## src/rtl/depth_map_write_if.sv

```systemverilog
// Pixel-stream and frame-buffer write bundle for depth_map_write.
// The stream source and the RAM/status observer sit on the master side; the packer sits on the slave side.
interface depth_map_write_if #(
    parameter int ADDR_W = 15
);
    logic              VSYNC;
    logic              HSYNC;
    logic [7:0]        DATA_0;
    logic [7:0]        DATA_1;
    logic              wr_en;
    logic [ADDR_W-1:0] wr_addr;
    logic [31:0]       wr_data;
    logic              busy;
    logic              frame_done;
    logic              err_abort;
    logic [7:0]        frame_cnt;

    modport master (
        output VSYNC, HSYNC, DATA_0, DATA_1,
        input  wr_en, wr_addr, wr_data, busy, frame_done, err_abort, frame_cnt
    );

    modport slave (
        input  VSYNC, HSYNC, DATA_0, DATA_1,
        output wr_en, wr_addr, wr_data, busy, frame_done, err_abort, frame_cnt
    );
endinterface

```

## src/rtl/depth_map_write.sv

```systemverilog
// Packs two-pixel beats into 32-bit frame-buffer words, with optional bottom-up row order.
// Tracks frame framing from VSYNC and reports completion or truncation of each frame.
module depth_map_write #(
    parameter int WIDTH  = 320,
    parameter int HEIGHT = 240,
    parameter int FLIP_V = 0,
    parameter int ADDR_W = 15
) (
    input  logic              HCLK,
    input  logic              HRESET,
    depth_map_write_if.slave  px
);
    localparam logic [ADDR_W-1:0] LAST_ROW      = ADDR_W'(HEIGHT - 1);
    localparam logic [ADDR_W-1:0] LAST_COL      = ADDR_W'(WIDTH - 2);
    localparam logic [ADDR_W-1:0] WORDS_PER_ROW = ADDR_W'(WIDTH / 4);

    typedef enum logic [1:0] {
        ST_IDLE,
        ST_ARMED,
        ST_CAPTURE
    } state_t;

    state_t            state_reg, state_next;
    logic [ADDR_W-1:0] row_reg;
    logic [ADDR_W-1:0] col_reg;
    logic              phase_reg;
    logic [15:0]       low_half_reg;
    logic              wr_en_reg;
    logic [ADDR_W-1:0] wr_addr_reg;
    logic [31:0]       wr_data_reg;
    logic              busy_reg;
    logic              frame_done_reg;
    logic              err_abort_reg;
    logic [7:0]        frame_cnt_reg;

    logic              accept;
    logic              abort;
    logic              clear_pos;
    logic              write_go;
    logic              last_word;
    logic [ADDR_W-1:0] store_row;
    logic [ADDR_W-1:0] word_addr;

    // col_reg/row_reg point at the beat being accepted; on a phase-1 beat col_reg>>2 is px0's word.
    assign last_word = (row_reg == LAST_ROW) && (col_reg == LAST_COL);
    assign write_go  = accept && phase_reg;

    generate
        if (FLIP_V != 0) begin : g_flip
            assign store_row = LAST_ROW - row_reg;
        end else begin : g_noflip
            assign store_row = row_reg;
        end
    endgenerate

    assign word_addr = store_row * WORDS_PER_ROW + (col_reg >> 2);

    always_ff @(posedge HCLK or posedge HRESET) begin
        if (HRESET) begin
            state_reg <= ST_IDLE;
        end else begin
            state_reg <= state_next;
        end
    end

    always_comb begin
        state_next = state_reg;
        accept     = 1'b0;
        abort      = 1'b0;
        clear_pos  = 1'b0;
        case (state_reg)
            ST_IDLE: begin
                if (px.VSYNC) state_next = ST_ARMED;
            end
            ST_ARMED: begin
                clear_pos = 1'b1;
                if (!px.VSYNC) state_next = ST_CAPTURE;
            end
            ST_CAPTURE: begin
                // A new VSYNC truncates the frame and takes priority over any beat this cycle.
                if (px.VSYNC) begin
                    abort      = 1'b1;
                    state_next = ST_ARMED;
                end else if (px.HSYNC) begin
                    accept = 1'b1;
                    if (phase_reg && last_word) state_next = ST_IDLE;
                end
            end
            default: state_next = ST_IDLE;
        endcase
    end

    always_ff @(posedge HCLK or posedge HRESET) begin
        if (HRESET) begin
            row_reg        <= '0;
            col_reg        <= '0;
            phase_reg      <= 1'b0;
            low_half_reg   <= '0;
            wr_en_reg      <= 1'b0;
            wr_addr_reg    <= '0;
            wr_data_reg    <= '0;
            busy_reg       <= 1'b0;
            frame_done_reg <= 1'b0;
            err_abort_reg  <= 1'b0;
            frame_cnt_reg  <= '0;
        end else begin
            wr_en_reg      <= write_go;
            frame_done_reg <= write_go && last_word;
            err_abort_reg  <= abort;
            busy_reg       <= (state_next != ST_IDLE);
            if (write_go) begin
                wr_addr_reg <= word_addr;
                wr_data_reg <= {px.DATA_1, px.DATA_0, low_half_reg};
            end
            if (write_go && last_word) frame_cnt_reg <= frame_cnt_reg + 8'd1;
            if (clear_pos) begin
                row_reg   <= '0;
                col_reg   <= '0;
                phase_reg <= 1'b0;
            end else if (accept) begin
                phase_reg <= ~phase_reg;
                if (!phase_reg) low_half_reg <= {px.DATA_1, px.DATA_0};
                if (col_reg == LAST_COL) begin
                    col_reg <= '0;
                    row_reg <= row_reg + ADDR_W'(1);
                end else begin
                    col_reg <= col_reg + ADDR_W'(2);
                end
            end
        end
    end

    assign px.wr_en      = wr_en_reg;
    assign px.wr_addr    = wr_addr_reg;
    assign px.wr_data    = wr_data_reg;
    assign px.busy       = busy_reg;
    assign px.frame_done = frame_done_reg;
    assign px.err_abort  = err_abort_reg;
    assign px.frame_cnt  = frame_cnt_reg;
endmodule
```

## src/flat_wrapper.sv

```systemverilog
// flat-port wrapper written by rule: the top's interface ports become plain ports
module depth_map_write_flat 
#(
    parameter int WIDTH  = 320,
    parameter int HEIGHT = 240,
    parameter int FLIP_V = 0,
    parameter int ADDR_W = 15
)
  (HCLK, HRESET, px_VSYNC, px_HSYNC, px_DATA_0, px_DATA_1, px_wr_en, px_wr_addr, px_wr_data, px_busy, px_frame_done, px_err_abort, px_frame_cnt);
  depth_map_write_if #(.ADDR_W(ADDR_W)) px_i ();
  input  logic HCLK;
  input  logic HRESET;
  input wire logic [$bits(px_i.VSYNC)-1:0] px_VSYNC;
  input wire logic [$bits(px_i.HSYNC)-1:0] px_HSYNC;
  input wire logic [$bits(px_i.DATA_0)-1:0] px_DATA_0;
  input wire logic [$bits(px_i.DATA_1)-1:0] px_DATA_1;
  output wire logic [$bits(px_i.wr_en)-1:0] px_wr_en;
  output wire logic [$bits(px_i.wr_addr)-1:0] px_wr_addr;
  output wire logic [$bits(px_i.wr_data)-1:0] px_wr_data;
  output wire logic [$bits(px_i.busy)-1:0] px_busy;
  output wire logic [$bits(px_i.frame_done)-1:0] px_frame_done;
  output wire logic [$bits(px_i.err_abort)-1:0] px_err_abort;
  output wire logic [$bits(px_i.frame_cnt)-1:0] px_frame_cnt;
  assign px_i.VSYNC = px_VSYNC;
  assign px_i.HSYNC = px_HSYNC;
  assign px_i.DATA_0 = px_DATA_0;
  assign px_i.DATA_1 = px_DATA_1;
  assign px_wr_en = px_i.wr_en;
  assign px_wr_addr = px_i.wr_addr;
  assign px_wr_data = px_i.wr_data;
  assign px_busy = px_i.busy;
  assign px_frame_done = px_i.frame_done;
  assign px_err_abort = px_i.err_abort;
  assign px_frame_cnt = px_i.frame_cnt;
  depth_map_write #(.WIDTH(WIDTH), .HEIGHT(HEIGHT), .FLIP_V(FLIP_V), .ADDR_W(ADDR_W)) u_core (.HCLK(HCLK), .HRESET(HRESET), .px(px_i));
endmodule
```

## config.mk

```make
export PLATFORM = sky130hd
export DESIGN_NAME = depth_map_write_flat
export DESIGN_NICKNAME = d
export VERILOG_FILES = /design/src/rtl/depth_map_write_if.sv /design/src/rtl/depth_map_write.sv /design/src/flat_wrapper.sv
export SDC_FILE = /design/constraint.sdc
export NUM_CORES = 1
export LEC_CHECK = 0
export ABC_AREA = 1
export CORE_ASPECT_RATIO = 1.25
export CORE_MARGIN = 2
export CORE_UTILIZATION = 40
export CTS_CLUSTER_SIZE = 24
export DETAILED_ROUTE_END_ITERATION = 7
export SLEW_MARGIN = 20
export SYNTH_ARGS = -nofsm -noshare
export SYNTH_HDL_FRONTEND = slang
export SYNTH_SLANG_ARGS = --single-unit
```

## constraint.sdc

```tcl
create_clock -name HCLK -period 6.62 [get_ports HCLK]
set_input_delay 0.993 -clock HCLK [delete_from_list [all_inputs] [get_ports HCLK]]
set_output_delay 0.993 -clock HCLK [all_outputs]
set_load 0.005 [all_outputs]
```

# Yosys cells after proc, flatten, opt, wreduce, memory -nomap -nowiden
# Cells that the tools add are included.
word_totals:
  mem_bits_ro: 0
  word_cells: 53
  regBits: 108
  ramBits: 0
  mem_count: 0
  output_inout_bits: 59
  in_bits: 20
  latch_bits: 0
classes:
  muxes: 20
  bitwise: 2
  magnitude_cmp: 0
  n_eq_ne: 4
  n_shift: 0
  add_sub_neg: 4
  n_div: 0
  n_mul: 1
  n_reduce_logical: 10
op_table:
  columns: ["cell", "count"]
  rows:
  - ["15-bit two-way mux", 6]
  - ["15-bit by 1-bit adder with 15-bit output (second input constant)", 1]
  - ["15-bit by 13-bit adder with 15-bit output", 1]
  - ["15-bit by 2-bit adder with 15-bit output (second input constant)", 1]
  - ["15-bit by 8-bit == test with 1-bit output (second input constant)", 1]
  - ["15-bit by 9-bit == test with 1-bit output (second input constant)", 1]
  - ["15-bit by 3-bit multiplier with 11-bit output (second input constant)", 1]
  - ["2-bit two-way mux", 5]
  - ["8-bit by 1-bit adder with 8-bit output (second input constant)", 1]
  - ["1-bit two-way mux", 8]
  - ["2-bit case mux with 3 select lines", 1]
  - ["2-bit nonzero test", 3]
  - ["1-bit logical AND", 4]
  - ["3-bit AND reduction", 1]
  - ["2-bit by 1-bit == test with 1-bit output (second input constant)", 1]
  - ["2-bit == test (second input constant)", 1]
  - ["2-bit logical NOT", 1]
  - ["1-bit NOT", 2]
  - ["2-bit AND reduction", 1]

# Depth between registers and ports, before layout
depth:
  ltp_word: 8
  mapped_depth: 17
  ltp_nobuf: 17

# Worst setup path before layout
# OpenSTA, ideal clock, no wires.
synth_path:
  kind: "register -> register"
  startpoint: "reg u_core.row_reg[1]"
  endpoint: "reg u_core.wr_addr_reg[13] (netlist: u_core.px.wr_addr[13])"
  stages_incl_launch_ff: 14
  setup_time_ns: 0.117
  arrival_ns: 2.628
  synth_period_minus_slack_ns: 2.745
  path_buffers: 0
  t_required_ns: 6.503
  slack_ns: 3.875
  cell_sequence: "dfrtp_1 ha_1 ha_1 fa_1 a21oi_1 xnor2_1 ha_1 nand2_1 inv_1 a21oi_1 nand3_1 or2_2 nand3_1 nand2_1"
synth_via:
  elab_chain_len: 2
synth_rtl:
  columns: ["element", "line_no", "text"]
  rows:
  - ["start: declaration", "depth_map_write.sv:24", "logic [ADDR_W-1:0] row_reg;"]
  - ["start signal: assignment", "depth_map_write.sv:125", "row_reg <= row_reg + ADDR_W'(1);"]
  - ["15-bit by 3-bit multiplier with 11-bit output", "depth_map_write.sv:56", "assign word_addr = store_row * WORDS_PER_ROW + (col_reg >> 2);"]
  - ["15-bit by 13-bit adder with 15-bit output", "depth_map_write.sv:56", null]
  - ["end signal: assignment", "depth_map_write.sv:112", "wr_addr_reg <= word_addr;"]
  - ["end: declaration", "depth_map_write.sv:29", "logic [ADDR_W-1:0] wr_addr_reg;"]
# Every way passes these cells.
# A chain may end at the register's enable or synchronous reset.

# Worst setup path in the final report
layout_path:
  startpoint: "in px_VSYNC"
  endpoint: "reg u_core.wr_addr_reg[5] (netlist: u_core.px.wr_addr[5])"
layout_via:
  elab_chain_len: 3
layout_rtl:
  columns: ["element", "line_no", "text"]
  rows:
  - ["start: declaration", "flat_wrapper.sv:13", "input wire logic [$bits(px_i.VSYNC)-1:0] px_VSYNC;"]
  - ["1-bit two-way mux", "depth_map_write.sv:81", "if (px.VSYNC) begin"]
  - ["1-bit two-way mux", "depth_map_write.sv:71", "case (state_reg)"]
  - ["1-bit logical AND", "depth_map_write.sv:46", "assign write_go = accept && phase_reg;"]
# Every way passes these cells.

==> impl_results.md <==
* Outcome: completed
* Total Routing Usage GR at 0.169
* Avg Cell Area, Syn at ~8 um2
* Area of the multi-input gates at 2640 um2
* Crit path to: u_core.px.wr_addr[5]
* Max-cap violations at 0
* Number of synthesized flops with an enable pin at 0
* Synth area leader: dfrtp_1
* Core ar. at 13900 um2
* Max reg flops at 32
* # IOs at a little under 80
* Maximum buffer depth of the clock tree at 2
* R2r startpoint: u_core.row_reg[5]
* Synth top area share at 0.467
* Setup Skew at between 0.009 and 0.01 ns
* Die X at 111 um
* Unrepaired setup endpoints after global routing: no
* FMAX at 0.324 GHz
* Worst EP arrival at 3.28 ns
* Synthesis-to-finish area growth at 21.2%
* Required time worst endpoint at 6.81 ns
* Num rows at 48
* Final GP Congestion at 0.887
* Power share of the clock group at 0.354
* Drt total wl at 12500 um
* R2R depth at 15
* Total CTS buffers at 9
* Synth area leaders: dfrtp_1 (47%), nand2_1 (16%), ha_1 (6.1%), inv_1 (4.7%), nand3_1 (4.1%)
* First-pass GRT wire length at 21400 um
* LEAKAGE at 3.51 nW
* Synthesized cell area at 5730 um2
* Clock Latency Late Sink at ~0.35 ns
* PostCTS Resize Cnt at 0
* Drt via density at approximately 4.9
* Relative slew slack at 0.390
* Die height at 138 um
* Syn Nets at 760
* Commonest cells after routing, fill and taps aside: nand2_1 (243), dfrtp_1 (107), clkdlybuf4s50_1 (78)
* Sink Count at roughly 110
* HP Class: flip-flop to flip-flop
* Min Tclk post-route at 3.08 ns
* CTS Hold Buffers Added at 0
* Crit. Startpoint: px_VSYNC
* Initial antenna violation count at 0
* # fillers at 1356
* Clk root buf: clkbuf_16
* Internal Power at 0.00114 W
* IO buf count at 78
* Yosys synthesis warning count at 0
* Final Max Tran Viols at 0
* H-tree level count at 3
* CP max-delay cell: clkinv_2
* Buf+Inv Stages, Crit Path at 4
* Flop pwr share at 0.478
* Worst-path cell chain: clkdlybuf4s50_1 > inv_1 > nand3_4 > nor2_4 > buf_4 > clkinv_2 > nand2_1 > o21ai_1
* Post-synth ARST share at 1.00
* Postcts setup bufs at 0
* CTS tree: done
* DR vias at 4732
* Pre-CTS WS at 3.44 ns
* Worst r2r dst: u_core.px.wr_addr[13]
* Sequential-to-total area share from yosys stat at 0.467
* HPWL Detailed at a little over 9000 um
* Hold Fails Final Rpt at 0
* Synth Register Bits at around 110
* Initial core utilization at 0.411
* Crit-path max FO at between 70 and 80
* Sw frac at 0.287
* Share of cells above drive strength 1 at 0.0471
* P_sw at approximately 0.00046 W
* Vias in the first global route at 4551
* Drt wl/cell at 13.0 um
* DRT antenna net count at 0
* Most common cell after layout, fill and taps aside: nand2_1
* Yosys cell types at 37
* Final setup fails at 0
* Grt total ovfl at 0
* Nets at between 800 and 900
* Comb pwr share at 0.169
* Post-synth top flop: dfrtp_1
* Clk slew on worst S/H paths at 0.07 ns
* Largest net degree at the start of global routing at 73
* Crit end category: flip-flop
* DRC at 0
* Critical path's largest stage delay at 0.77 ns
* Post-Syn Instances at roughly 700
* Die ar. at 15300 um2
* Ant diodes at 0
* Setup crit start kind: primary input
* Levels on crit path at 8
* Setup Crit Path Kind: primary input to flip-flop
* CP delay by family, top: buffers and inverters
* Final setup margin at between 3 and 4 ns
* PwrDens at 231 nW/um2
* Seq. cell area at about 2700 um2
* Worst-Margin Slew at 0.912 ns
* Reg2Reg Setup Slack at 3.56 ns
* Setup TNS Final at 0 ns
* Initial DRC count at 242
* Drt first pass iters at 6
* Period utilisation layout at 0.466
* Max VDD drop at 0.000152 V
## worst min-delay path: stages (launching register included)
cell	delay [ns]
dfrtp_1	0.34
nand2_1	0.05
nand2_1	0.05
## layout make-up
class                           instances  share of cell area
Clock buffer                            9              0.0324
Clock inverter                          7              0.0142
Inverter                               74              0.0416
Multi-Input combinational cell        509               0.380
Sequential cell                       107               0.386
Tap cell                              175              0.0315
Timing Repair Buffer                   80               0.115
## through the flow
step	area, um2	hold slack, ns	cells	total power, W	util
6_report	6940	0.471	961	0.00160	0.498
5_1_grt	6940	0.487	961	0.00169	0.498
4_1_cts	6940	0.476	961	0.00162	0.498
3_5_place_dp	6620	0.458	945	0.00105	0.475
3_3_place_gp	6620	0.454	945	0.00104	0.475
2_1_floorplan	5730	0.449	710	0.000948	-
## power groups by stage
| stage | Clock (W) | Sequential (W) | Combinational (W) |
|---|---|---|---|
| 2_1_floorplan | 0 | 0.000764 | 0.000184 |
| 3_3_place_gp | 0 | 0.000776 | 0.000267 |
| 3_5_place_dp | 0 | 0.000778 | 0.000272 |
| 4_1_cts | 0.000582 | 0.000765 | 0.000276 |
| 5_1_grt | 0.000609 | 0.000776 | 0.000308 |
| 6_report | 0.000567 | 0.000765 | 0.000270 |
## per-layer routing
layer	track usage	vias to the layer above	share of wire
met3	0.0273	11	0.037
met5	0	-	0
met4	0.0521	0	0.011
li1	-	2407	-
met1	0.213	2225	0.45
met2	0.302	89	0.50
## worst min path at each step
stage | start | end | depth (start not counted)
4_1_cts | u_core.low_half_reg[12] | u_core.px.wr_data[12] | 2
3_3_place_gp | u_core.px.wr_addr[4] | u_core.px.wr_addr[4] | 2
6_report | u_core.low_half_reg[12] | u_core.px.wr_data[12] | 2
2_1_floorplan | u_core.low_half_reg[0] | u_core.px.wr_data[0] | 2
3_5_place_dp | u_core.low_half_reg[12] | u_core.px.wr_data[12] | 2
5_1_grt | u_core.px.wr_data[13] | u_core.px.wr_data[13] | 2
## kinds of logic (layout without fill, tap and decap cells)
kind of cell | Yosys count | in the layout | share of synthesized area
simple gates | 370 | 370 | 0.276
flops | 107 | 107 | 0.467
buf+inv | 94 | 170 | 0.0723
compound gates | 81 | 81 | 0.0738
fa+ha+maj | 30 | 30 | 0.0681
xor+xnor | 28 | 28 | 0.0428
## Yosys cell counts, types with 2 or more instances
cell,count
a21o_1,2
a21oi_1,13
buf_2,10
buf_6,5
clkbuf_1,4
dfrtp_1,107
fa_1,2
ha_1,28
inv_1,71
nand2_1,243
nand2_2,2
nand2_4,2
nand3_1,47
nand3b_1,2
nand4_1,8
nor2_1,41
nor2_2,3
nor2_4,4
nor3_1,11
o21ai_0,29
o21ai_1,33
or2_2,2
xnor2_1,7
xor2_1,21
No activity file was read; power rests on OpenSTA's default activity.
